<file path="src/rtl/sqrt_error_monitor.sv">
// sqrt_error_monitor
//   Characterises an approximate square-root datapath in hardware. Each
//   accepted (R, Q_approx) pair is run through an exact restoring
//   digit-by-digit square-root engine, and the error distance
//   ED = |floor(sqrt(R)) - Q_approx| is folded into saturating metrics.
//   The host derives ER, MED and NMED from these metrics.
//
// Ports
//   clk, rst_n          clock (rising edge), async active-low reset
//   clear               sync clear of all metrics; drops any in-flight sample
//   in_valid/in_ready   sample handshake, accept on in_valid & in_ready
//   in_r, in_q          radicand and approximate root under test
//   done                one-cycle pulse, metric outputs updated this cycle
//   ref_q, last_ed      exact root and ED of the last completed sample
//   sample_cnt, err_cnt completed samples / samples with ED != 0 (saturating)
//   ed_sum, ed_max      sum of ED (saturating) / largest ED seen
module sqrt_error_monitor #(
   parameter int IN_W  = 16,
   parameter int OUT_W = 8,
   parameter int CNT_W = 17,
   parameter int SUM_W = 24
) (
   input  logic             clk,
   input  logic             rst_n,
   input  logic             clear,
   input  logic             in_valid,
   output logic             in_ready,
   input  logic [IN_W-1:0]  in_r,
   input  logic [OUT_W-1:0] in_q,
   output logic             done,
   output logic [OUT_W-1:0] ref_q,
   output logic [OUT_W-1:0] last_ed,
   output logic [CNT_W-1:0] sample_cnt,
   output logic [CNT_W-1:0] err_cnt,
   output logic [SUM_W-1:0] ed_sum,
   output logic [OUT_W-1:0] ed_max
);

   // Partial remainder after a shift-in needs OUT_W+2 bits on the last step.
   localparam int REM_W = OUT_W + 2;
   localparam int IT_W  = (OUT_W > 1) ? $clog2(OUT_W) : 1;
   // Accumulator headroom: wide enough to hold either operand plus a carry,
   // so saturation works even when SUM_W < OUT_W.
   localparam int ACC_W = ((SUM_W > OUT_W) ? SUM_W : OUT_W) + 1;
   localparam logic [SUM_W-1:0] SUM_MAX = '1;
   localparam logic [CNT_W-1:0] CNT_MAX = '1;

   typedef enum logic [1:0] {IDLE, CALC, UPD} state_t;

   state_t           state;
   logic [IN_W-1:0]  r_sh;    // radicand, consumed two bits per cycle MSB first
   logic [OUT_W-1:0] q_lat;   // approximate root under test
   logic [OUT_W-1:0] rem;     // partial remainder (bounded by 2*root < 2^OUT_W mid-run)
   logic [OUT_W-1:0] root;    // partial exact root
   logic [IT_W-1:0]  it;      // iterations remaining minus one

   logic [REM_W-1:0] rem_sh;
   logic [REM_W-1:0] trial;
   logic [REM_W-1:0] diff;
   logic             ge;
   logic [OUT_W-1:0] ed;
   logic [ACC_W-1:0] sum_ext;
   logic             sum_sat;

   // One restoring step: bring down two radicand bits, try subtracting 4*root+1.
   always_comb begin
      rem_sh = {rem, r_sh[IN_W-1 -: 2]};
      trial  = {root, 2'b01};
      diff   = rem_sh - trial;
      ge     = (rem_sh >= trial);
   end

   // Error distance and saturating sum for the UPD cycle.
   always_comb begin
      ed      = (root >= q_lat) ? (root - q_lat) : (q_lat - root);
      sum_ext = ACC_W'(ed_sum) + ACC_W'(ed);
      sum_sat = (sum_ext > ACC_W'(SUM_MAX));
   end

   assign in_ready = (state == IDLE) & ~clear;

   always_ff @(posedge clk or negedge rst_n) begin
      if (!rst_n) begin
         state      <= IDLE;
         r_sh       <= '0;
         q_lat      <= '0;
         rem        <= '0;
         root       <= '0;
         it         <= '0;
         done       <= 1'b0;
         ref_q      <= '0;
         last_ed    <= '0;
         sample_cnt <= '0;
         err_cnt    <= '0;
         ed_sum     <= '0;
         ed_max     <= '0;
      end else if (clear) begin
         state      <= IDLE;
         done       <= 1'b0;
         ref_q      <= '0;
         last_ed    <= '0;
         sample_cnt <= '0;
         err_cnt    <= '0;
         ed_sum     <= '0;
         ed_max     <= '0;
      end else begin
         done <= 1'b0;
         case (state)
            IDLE: begin
               // clear is known low here, so in_ready == 1
               if (in_valid) begin
                  r_sh  <= in_r;
                  q_lat <= in_q;
                  rem   <= '0;
                  root  <= '0;
                  it    <= IT_W'(OUT_W - 1);
                  state <= CALC;
               end
            end
            CALC: begin
               // Final-step remainder can exceed OUT_W bits but is never used.
               rem  <= OUT_W'(ge ? diff : rem_sh);
               root <= {root[OUT_W-2:0], ge};
               r_sh <= {r_sh[IN_W-3:0], 2'b00};
               if (it == '0) state <= UPD;
               else          it    <= it - IT_W'(1);
            end
            UPD: begin
               ref_q   <= root;
               last_ed <= ed;
               if (sample_cnt != CNT_MAX)
                  sample_cnt <= sample_cnt + CNT_W'(1);
               if (ed != '0 && err_cnt != CNT_MAX)
                  err_cnt <= err_cnt + CNT_W'(1);
               ed_sum  <= sum_sat ? SUM_MAX : sum_ext[SUM_W-1:0];
               if (ed > ed_max)
                  ed_max <= ed;
               done    <= 1'b1;
               state   <= IDLE;
            end
            default: state <= IDLE;
         endcase
      end
   end

endmodule
</file>
<file path="config.mk">
export PLATFORM = sky130hd
export DESIGN_NAME = sqrt_error_monitor
export DESIGN_NICKNAME = d
export VERILOG_FILES = /design/src/rtl/sqrt_error_monitor.sv
export SDC_FILE = /design/constraint.sdc
export NUM_CORES = 1
export LEC_CHECK = 0
export CAP_MARGIN = 10
export CORE_MARGIN = 4
export CORE_UTILIZATION = 33
export DETAILED_ROUTE_END_ITERATION = 7
export GPL_TIMING_DRIVEN = 0
export PLACE_DENSITY = 0.51
export SLEW_MARGIN = 40
export SYNTH_ARGS = -nofsm -noshare
export SYNTH_HDL_FRONTEND = slang
export SYNTH_SLANG_ARGS = --single-unit
</file>
<file path="constraint.sdc">
create_clock -name clk -period 11.4 [get_ports clk]
set_input_delay 2.28 -clock clk [delete_from_list [all_inputs] [get_ports clk]]
set_output_delay 2.28 -clock clk [all_outputs]
set_load 0.005 [all_outputs]
</file>
==> results of run 1 <==
state kept, by name (all words and copies together), names as in the netlist:
signal	flops
sample_cnt	17
ed_sum	24
err_cnt	17
ref_q	8
done	1
r_sh	16
last_ed	8
state	2
it	3
q_lat	8
ed_max	8
root	8
rem	8
cell families (layout without fill, tap and decap cells):
kind of cell	count (synthesis)	count (layout)	synth area share, %
simple gates	310	310	20.3
compound gates	204	204	17.3
flops	128	128	42.4
buf+inv	83	227	4.75
fa+ha+maj	51	51	8.74
mux	27	27	3.71
xor+xnor	25	25	2.90
through the flow:
step,hold WS [ns],cell area (sq um),instances,power (mW)
floorplan,0.450,7560,828,0.865
global placement,0.466,9030,1224,0.998
detailed placement,0.474,9070,1225,1.00
CTS,0.488,9700,1257,1.59
global route,0.515,9700,1257,1.67
finish,0.481,9700,1257,1.57
cells in the final DEF, fill, tap and decap left out, types with 8 or more instances in the layout:
cell | Yosys | layout
sky130_fd_sc_hd__a21o_1 | 14 | 14
sky130_fd_sc_hd__nand2_1 | 106 | 106
sky130_fd_sc_hd__o31ai_1 | 10 | 10
sky130_fd_sc_hd__clkdlybuf4s50_1 | 0 | 110
sky130_fd_sc_hd__nor3_1 | 28 | 28
sky130_fd_sc_hd__xnor2_1 | 14 | 13
sky130_fd_sc_hd__xor2_1 | 11 | 11
sky130_fd_sc_hd__dfrtp_1 | 128 | 128
sky130_fd_sc_hd__a31oi_1 | 8 | 8
sky130_fd_sc_hd__a21oi_1 | 54 | 54
sky130_fd_sc_hd__a311oi_1 | 11 | 11
sky130_fd_sc_hd__nor2_1 | 70 | 70
sky130_fd_sc_hd__o21ai_1 | 8 | 8
sky130_fd_sc_hd__nand4_1 | 8 | 8
sky130_fd_sc_hd__inv_1 | 37 | 37
sky130_fd_sc_hd__or4_1 | 8 | 8
sky130_fd_sc_hd__clkbuf_1 | 33 | 34
sky130_fd_sc_hd__clkbuf_16 | 0 | 17
sky130_fd_sc_hd__nand3_1 | 15 | 15
sky130_fd_sc_hd__nor2b_1 | 11 | 11
sky130_fd_sc_hd__ha_1 | 48 | 48
sky130_fd_sc_hd__mux2i_1 | 25 | 25
sky130_fd_sc_hd__o21ai_0 | 49 | 49
sky130_fd_sc_hd__and3_1 | 17 | 17
sky130_fd_sc_hd__or3_1 | 10 | 10
routing by layer:
layer | global-route usage (%) | vias up | share of wire, %
met2 | 28.8 | 146 | 48
met5 | 0 | - | 0
met4 | 4.26 | 0 | 1.0
met3 | 3.93 | 14 | 4.2
met1 | 23.0 | 3142 | 47
li1 | - | 3230 | -
area by class of cell:
class | count | area, sq um
Timing Repair Buffer | 112 | 1140
Clock buffer | 21 | 470
Clock inverter | 11 | 155
Inverter | 37 | 139
Fill cell | 2277 | 12900
Buffer | 46 | 220
Sequential cell | 128 | 3200
Tap cell | 285 | 357
Multi-Input combinational cell | 617 | 4010
cells in the mapped netlist, drive strengths merged, types with 8 or more instances:
cell type,count
dfrtp,128
nand2,106
nor2,70
a21oi,58
o21ai,57
ha,48
inv,37
clkbuf,33
nor3,29
mux2i,25
and3,17
nand3,16
a21o,14
xnor2,14
buf,13
a311oi,11
nor2b,11
xor2,11
o31ai,10
or3,10
nand4,9
or4,9
a31oi,8
worst min-delay path, cell delays in order (launching register included):
cell	delay, ns
sky130_fd_sc_hd__dfrtp_1	0.34
sky130_fd_sc_hd__nand2_1	0.05
sky130_fd_sc_hd__o21ai_0	0.06
power by group through the flow:
| stage | Combinational (mW) | Sequential, mW | Clock, mW |
|---|---|---|---|
| 3_3_place_gp | 0.473 | 0.525 | 0 |
| 2_1_floorplan | 0.349 | 0.516 | 0 |
| 6_report | 0.476 | 0.517 | 0.579 |
| 5_1_grt | 0.538 | 0.522 | 0.610 |
| 3_5_place_dp | 0.478 | 0.525 | 0 |
| 4_1_cts | 0.480 | 0.517 | 0.593 |
worst paths after layout:
path | startpoint | end | cells after the start
min in group asynchronous | rst_n | sample_cnt[12] | 1
min reg2reg | r_sh[8] | r_sh[8] | 2
max | clear | in_ready | 3
max reg2reg | root[0] | ed_sum[3] | 17
max in group asynchronous | rst_n | last_ed[5] | 2
min | r_sh[8] | r_sh[8] | 2
==> flow_results.xml, run 1 <==
<?xml version="1.0" encoding="UTF-8"?>
<metrics>
  <group name="worst_setup_path">
    <metric name="path_delay_family" unit="">buffers and inverters</metric>
    <metric name="crit_top_cell" unit="">sky130_fd_sc_hd__clkdlybuf4s50_1</metric>
    <metric name="critical-path-max-stage-delay" unit="ns">0.60</metric>
    <metric name="crit_path_cell_trace" unit="">clkdlybuf4s50_1 &gt; nor3_1 &gt; clkdlybuf4s50_1</metric>
    <metric name="worst-r2r-setup-slack" unit="ns">6.69</metric>
    <metric name="data_required_critical_path" unit="ns">9.12</metric>
    <metric name="startpoint_type" unit="">input port</metric>
    <metric name="worst_ep_arrival_time" unit="ns">3.92</metric>
    <metric name="worstPathBufferInverterCount" unit="">2</metric>
    <metric name="crit_fanout" unit="">4</metric>
    <metric name="critical_path_class" unit="">input port to primary output</metric>
    <metric name="critical_path.endpoint_type" unit="">primary output</metric>
    <metric name="slowest_stage" unit="">sky130_fd_sc_hd__clkdlybuf4s50_1</metric>
  </group>
  <group name="logic_synthesis">
    <metric name="ys_async_sr_fraction" unit="%">100</metric>
    <metric name="dominantRegCellSynth" unit="">sky130_fd_sc_hd__dfrtp_1</metric>
    <metric name="top_post_synthesis_cells_by_area" unit="">sky130_fd_sc_hd__dfrtp_1 42%, sky130_fd_sc_hd__ha_1 7.9%, sky130_fd_sc_hd__nand2_1 5.3%</metric>
    <metric name="synthesis.area" unit="sq mm">0.00756</metric>
    <metric name="postSynthRegisterBits" unit="">128</metric>
    <metric name="synth_area_leader_cell" unit="">sky130_fd_sc_hd__dfrtp_1</metric>
    <metric name="synth_top_area_share" unit="%">42.4</metric>
    <metric name="ys_types" unit="">67</metric>
    <metric name="postSynthNetCount" unit="">907</metric>
    <metric name="synthCells" unit="">828</metric>
    <metric name="synth_edf_count" unit="">0</metric>
    <metric name="synth.avg_cell_area" unit="sq um">9.13</metric>
    <metric name="synth.yosys.seq_area_share" unit="%">42.4</metric>
    <metric name="synth-warning-count" unit="">0</metric>
  </group>
  <group name="global_route">
    <metric name="global_route.overflow_total" unit="">0</metric>
    <metric name="antenna_found_initial" unit="">0</metric>
    <metric name="global_route.usage.total" unit="%">17.3</metric>
    <metric name="largest_net_degree_at_the_start_of_global_routing" unit="">66</metric>
    <metric name="grt_pass1_wl" unit="um">35500</metric>
    <metric name="grt_pass1_vias" unit="">6462</metric>
  </group>
  <group name="clock_network">
    <metric name="cts_buffers" unit="">17</metric>
    <metric name="cts_repair_resize_count" unit="">0</metric>
    <metric name="ctsHtreeMaxLevel" unit="">4</metric>
    <metric name="max-clock-path-buffers" unit="">2</metric>
    <metric name="tritoncts_num_sinks" unit="">128</metric>
    <metric name="cts_tree" unit="">yes</metric>
    <metric name="hold_buffers" unit="">0</metric>
    <metric name="cts_root_buffer" unit="">sky130_fd_sc_hd__clkbuf_16</metric>
    <metric name="postCtsSetupBuffers" unit="">0</metric>
    <metric name="clk_pin_slew_worst_paths" unit="ns">0.06</metric>
    <metric name="worst_skew_pair.late_latency" unit="ns">0.42</metric>
  </group>
  <group name="finish">
    <metric name="layout.core_utilization" unit="%">43.0</metric>
    <metric name="post_route_cells_drive_above_1_share" unit="%">5.86</metric>
    <metric name="layout.nets" unit="">1038</metric>
    <metric name="num_antenna_cells" unit="">0</metric>
    <metric name="layout-area-overhead-vs-synth" unit="%">28.2</metric>
  </group>
  <group name="status">
    <metric name="status" unit="">completed</metric>
  </group>
  <group name="power">
    <metric name="cell_internal_pwr" unit="mW">1.04</metric>
    <metric name="clock_power_share" unit="%">36.8</metric>
    <metric name="combPwrFrac" unit="%">30.3</metric>
    <metric name="switching_power" unit="uW">530</metric>
    <metric name="total_leakage_power" unit="nW">4.03</metric>
    <metric name="pwr_density_cell" unit="mW/mm^2">162</metric>
    <metric name="share_seq_of_total_power" unit="%">32.9</metric>
    <metric name="worst_ir_drop_vdd" unit="mV">0.112</metric>
    <metric name="p_sw_share" unit="%">33.7</metric>
  </group>
  <group name="floorplan">
    <metric name="num_rows" unit="">55</metric>
    <metric name="io_pins" unit="">112</metric>
    <metric name="dieWidth" unit="um">159</metric>
    <metric name="die_height" unit="um">159</metric>
    <metric name="dieArea" unit="sq mm">0.0254</metric>
    <metric name="start_util" unit="%">33.5</metric>
    <metric name="core-area" unit="sq mm">0.0226</metric>
  </group>
  <group name="timing">
    <metric name="min_period" unit="ns">6.20</metric>
    <metric name="maxClockFrequency" unit="MHz">161</metric>
    <metric name="finalSetupTns" unit="ns">0</metric>
    <metric name="final_hold_violating_endpoints" unit="">0</metric>
    <metric name="unrepaired_setup_endpoints_after_global_routing" unit="">no</metric>
    <metric name="final.setup.worst_slack" unit="ns">5.20</metric>
    <metric name="setup_violations" unit="">0</metric>
    <metric name="max_slew.worst_pin.slew" unit="ns">0.772</metric>
    <metric name="timing.final.max_slew_violations" unit="">0</metric>
    <metric name="slew-limit-headroom" unit="%">48.3</metric>
    <metric name="finalClockSkew" unit="ns">0.00906</metric>
    <metric name="finalCritPeriodShare" unit="%">54.4</metric>
  </group>
  <group name="routing">
    <metric name="route.final.wire_length" unit="um">21900</metric>
    <metric name="final_antenna_net_count" unit="">0</metric>
    <metric name="drt-initial-drc-count" unit="">312</metric>
    <metric name="drt_pass1_iterations" unit="">4</metric>
    <metric name="avgViaCountPerCell" unit="">5.20</metric>
    <metric name="drc" unit="">0</metric>
    <metric name="vias" unit="">6532</metric>
    <metric name="post_drt_wl_per_cell" unit="um">17.4</metric>
  </group>
  <group name="placed_design">
    <metric name="pre_cts_slack" unit="ns">5.22</metric>
    <metric name="place.detailed.hpwl" unit="um">16000</metric>
    <metric name="final_replace_weighted_congestion" unit="">0.837</metric>
    <metric name="buffer_ports.inserted" unit="">111</metric>
  </group>
  <group name="hold_path">
    <metric name="timing.hold.worst.class" unit="">flop to flop</metric>
  </group>
  <group name="flow_run">
    <metric name="cap_viol_max_count" unit="">0</metric>
  </group>
</metrics>
No activity file was read; power rests on OpenSTA's default activity.
==> inputs of run 2 (changes only) <==
Settings changed: PLACE_DENSITY 0.51 to 0.53.
Clock period 11.4 ns to 5 ns, I/O delays scaled along.
==> run 2 against run 1 <==
Hold slack got worse by 0.063 ns. First-iteration DRC count decreased by 4.8%. Die area unchanged. Clock-buffer cell count unchanged. Design area increased by 0.22%. Via count decreased by 0.12%. Non-clock buffer count increased by 1. Sequential share of layout area decreased by 0.072 points. Critical endpoint is now ed_sum[23]. Total power increased by 130%. Critical path depth increased by 15.
==> flow_results.xml, run 2 (synthesis gave the netlist of run 1 again) <==
<?xml version="1.0" encoding="UTF-8"?>
<metrics>
  <group name="clock_network">
    <metric name="ctsHtreeMaxLevel" unit="">4</metric>
    <metric name="tritoncts_num_sinks" unit="">128</metric>
    <metric name="worst_skew_pair.late_latency" unit="ns">0.42</metric>
    <metric name="clk_pin_slew_worst_paths" unit="ns">0.06</metric>
    <metric name="cts_tree" unit="">yes</metric>
    <metric name="cts_root_buffer" unit="">sky130_fd_sc_hd__clkbuf_16</metric>
    <metric name="postCtsSetupBuffers" unit="">0</metric>
    <metric name="cts_buffers" unit="">17</metric>
    <metric name="max-clock-path-buffers" unit="">2</metric>
  </group>
  <group name="worst_setup_path">
    <metric name="worst_ep_arrival_time" unit="ns">4.94</metric>
    <metric name="crit_fanout" unit="">10</metric>
    <metric name="crit_top_cell" unit="">sky130_fd_sc_hd__inv_1</metric>
    <metric name="critical-path-max-stage-delay" unit="ns">0.60</metric>
    <metric name="crit_path_cell_trace" unit="">inv_1 &gt; ha_1 &gt; inv_1 &gt; fa_1 &gt; nand3_4 &gt; a31o_2 &gt; nand2_1 &gt; mux2i_1 &gt; xnor2_1 &gt; ha_1 &gt; inv_1 &gt; o21bai_1 &gt; a21oi_1 &gt; o21ai_0 &gt; a21o_1 &gt; clkbuf_1 &gt; a41oi_1 &gt; a311oi_1</metric>
    <metric name="data_required_critical_path" unit="ns">5.32</metric>
    <metric name="slowest_stage" unit="">sky130_fd_sc_hd__xnor2_1</metric>
    <metric name="critical_path.endpoint_type" unit="">flop</metric>
    <metric name="startpoint_type" unit="">flop</metric>
    <metric name="critical_path_class" unit="">flop to flop</metric>
  </group>
  <group name="finish">
    <metric name="max_flop_register" unit="">ed_sum</metric>
    <metric name="reg.largest.list" unit="">ed_sum x24, err_cnt x17, sample_cnt x17</metric>
    <metric name="largest_reg_flops" unit="">24</metric>
    <metric name="layout-area-overhead-vs-synth" unit="%">28.5</metric>
    <metric name="fillers" unit="">2243</metric>
    <metric name="post_route_cells_drive_above_1_share" unit="%">5.86</metric>
    <metric name="leading_cell_type_in_the_layout_fill_and_taps_excluded" unit="">sky130_fd_sc_hd__dfrtp_1</metric>
    <metric name="layout.core_utilization" unit="%">43.0</metric>
    <metric name="final_cell_mix" unit="">128 x sky130_fd_sc_hd__dfrtp_1, 110 x sky130_fd_sc_hd__clkdlybuf4s50_1, 106 x sky130_fd_sc_hd__nand2_1</metric>
    <metric name="num_antenna_cells" unit="">0</metric>
    <metric name="layout.nets" unit="">1039</metric>
  </group>
  <group name="timing">
    <metric name="timing.hold.ws" unit="ns">0.418</metric>
    <metric name="final.setup.worst_slack" unit="ns">0.382</metric>
    <metric name="min_period" unit="ns">4.62</metric>
    <metric name="unrepaired_setup_endpoints_after_global_routing" unit="">no</metric>
    <metric name="finalCritPeriodShare" unit="%">92.4</metric>
    <metric name="max_slew.worst_pin.slew" unit="ns">0.795</metric>
    <metric name="final_hold_violating_endpoints" unit="">0</metric>
    <metric name="finalClockSkew" unit="ns">0.00870</metric>
    <metric name="maxClockFrequency" unit="MHz">217</metric>
    <metric name="timing.final.max_slew_violations" unit="">0</metric>
    <metric name="slew-limit-headroom" unit="%">46.8</metric>
    <metric name="setup_violations" unit="">0</metric>
  </group>
  <group name="floorplan">
    <metric name="dieArea" unit="sq mm">0.0254</metric>
    <metric name="core-area" unit="sq mm">0.0226</metric>
    <metric name="start_util" unit="%">33.5</metric>
    <metric name="dieWidth" unit="um">159</metric>
    <metric name="num_rows" unit="">55</metric>
    <metric name="io_pins" unit="">112</metric>
    <metric name="die_height" unit="um">159</metric>
  </group>
  <group name="routing">
    <metric name="drt_pass1_iterations" unit="">4</metric>
    <metric name="final_antenna_net_count" unit="">0</metric>
    <metric name="vias" unit="">6524</metric>
    <metric name="avgViaCountPerCell" unit="">5.19</metric>
    <metric name="route.final.wire_length" unit="um">21900</metric>
    <metric name="drt-initial-drc-count" unit="">297</metric>
    <metric name="drc" unit="">0</metric>
    <metric name="post_drt_wl_per_cell" unit="um">17.4</metric>
  </group>
  <group name="power">
    <metric name="worst_ir_drop_vdd" unit="mV">0.207</metric>
    <metric name="pwr_density_cell" unit="mW/mm^2">370</metric>
    <metric name="total_leakage_power" unit="nW">4.05</metric>
  </group>
  <group name="status">
    <metric name="status" unit="">completed</metric>
  </group>
  <group name="global_route">
    <metric name="grt_pass1_wl" unit="um">35800</metric>
    <metric name="global_route.usage.total" unit="%">17.3</metric>
    <metric name="antenna_found_initial" unit="">0</metric>
    <metric name="largest_net_degree_at_the_start_of_global_routing" unit="">58</metric>
    <metric name="grt_pass1_vias" unit="">6554</metric>
    <metric name="global_route.overflow_total" unit="">0</metric>
  </group>
  <group name="hold_path">
    <metric name="timing.hold.worst.class" unit="">input port to asynchronous set/reset pin</metric>
  </group>
  <group name="placed_design">
    <metric name="pre_cts_slack" unit="ns">0.321</metric>
    <metric name="place.detailed.hpwl" unit="um">16200</metric>
    <metric name="final_replace_weighted_congestion" unit="">0.870</metric>
    <metric name="buffer_ports.inserted" unit="">111</metric>
  </group>
  <group name="flow_run">
    <metric name="cap_viol_max_count" unit="">0</metric>
  </group>
</metrics>
run 2: changes by cell type in the layout (fill, tap and decap cells not counted):
cell / delta
sky130_fd_sc_hd__clkinv_2: +3
sky130_fd_sc_hd__clkinvlp_4: -3
sky130_fd_sc_hd__buf_16: +1
sky130_fd_sc_hd__bufinv_16: +1
sky130_fd_sc_hd__clkbuf_2: +1
sky130_fd_sc_hd__clkbuf_8: -1
sky130_fd_sc_hd__clkinv_4: -1
sky130_fd_sc_hd__inv_6: -1
sky130_fd_sc_hd__nor3_1: -1
sky130_fd_sc_hd__nor3_2: +1
sky130_fd_sc_hd__xnor2_1: +1
sky130_fd_sc_hd__xnor2_2: -1
run 2: path summary, 6_finish.rpt:
kind	from	to	slack (ns)	cells past startpoint
hold / removal	rst_n	sample_cnt[11]	0.42	1
hold reg to reg	r_sh[11]	r_sh[11]	0.48	2
setup reg to reg	root[0]	ed_sum[23]	0.38	18
min in group clk	r_sh[11]	r_sh[11]	0.48	2
setup / recovery	root[0]	ed_sum[23]	0.38	18
max in group asynchronous	rst_n	q_lat[0]	3.71	3
run 2: where the power goes:
group	internal, mW	switching [mW]	leakage, nW
clock network	0.857	0.471	0.303
registers	1.12	0.0621	1.73
logic	0.434	0.651	2.02
total	2.41	1.18	4.05
run 2: area by class of cell:
type                            count  area, sq um  share of cell area [%]
Clock inverter                     10          160                    1.65
Timing Repair Buffer              113         1170                    12.1
Inverter                           37          139                    1.43
Sequential cell                   128         3200                    33.0
Multi-Input combinational cell    617         4010                    41.2
Buffer                             46          221                    2.28
Clock buffer                       21          460                    4.74
Tap cell                          285          357                    3.67
run 2: what timing repair did:
action | CTS | global route
gates resized for setup | 0 | 3
hold buffers | 0 | 0
hold endpoints to repair | 0 | 0
setup endpoints to repair | 0 | 10
run 2: critical path, delay by kind of cell, from the launching register on:
| kind | cells | cell delay [ns] |
|---|---|---|
| and+or+nand+nor | 2 | 0.24 |
| buffers and inverters | 4 | 0.66 |
| adders and majority gates | 3 | 0.87 |
| AOI/OAI and AO/OA | 7 | 1.54 |
| DFF | 1 | 0.46 |
| muxes | 1 | 0.16 |
| xor gates and xnor gates | 1 | 0.60 |
run 2: metrics by stage:
| stage | setup TNS (ns) | cells | total power [mW] | cell area [sq um] |
|---|---|---|---|---|
| after floorplan | 0 | 828 | 1.97 | 7560 |
| after global placement | -325.02 | 1224 | 2.27 | 9030 |
| after detailed placement | 0 | 1226 | 2.28 | 9090 |
| after CTS | 0 | 1257 | 3.63 | 9710 |
| after global routing | 0 | 1257 | 3.83 | 9720 |
| final | 0 | 1257 | 3.59 | 9720 |
run 2: metal layers:
layer,part of all wire (%),vias up,GRT usage [%],wire length (um)
li1,-,3231,-,-
met1,47,3164,23.3,10300
met2,48,120,28.9,10600
met3,3.7,9,3.42,807
met4,0.86,0,4.22,187
met5,0,-,0,0
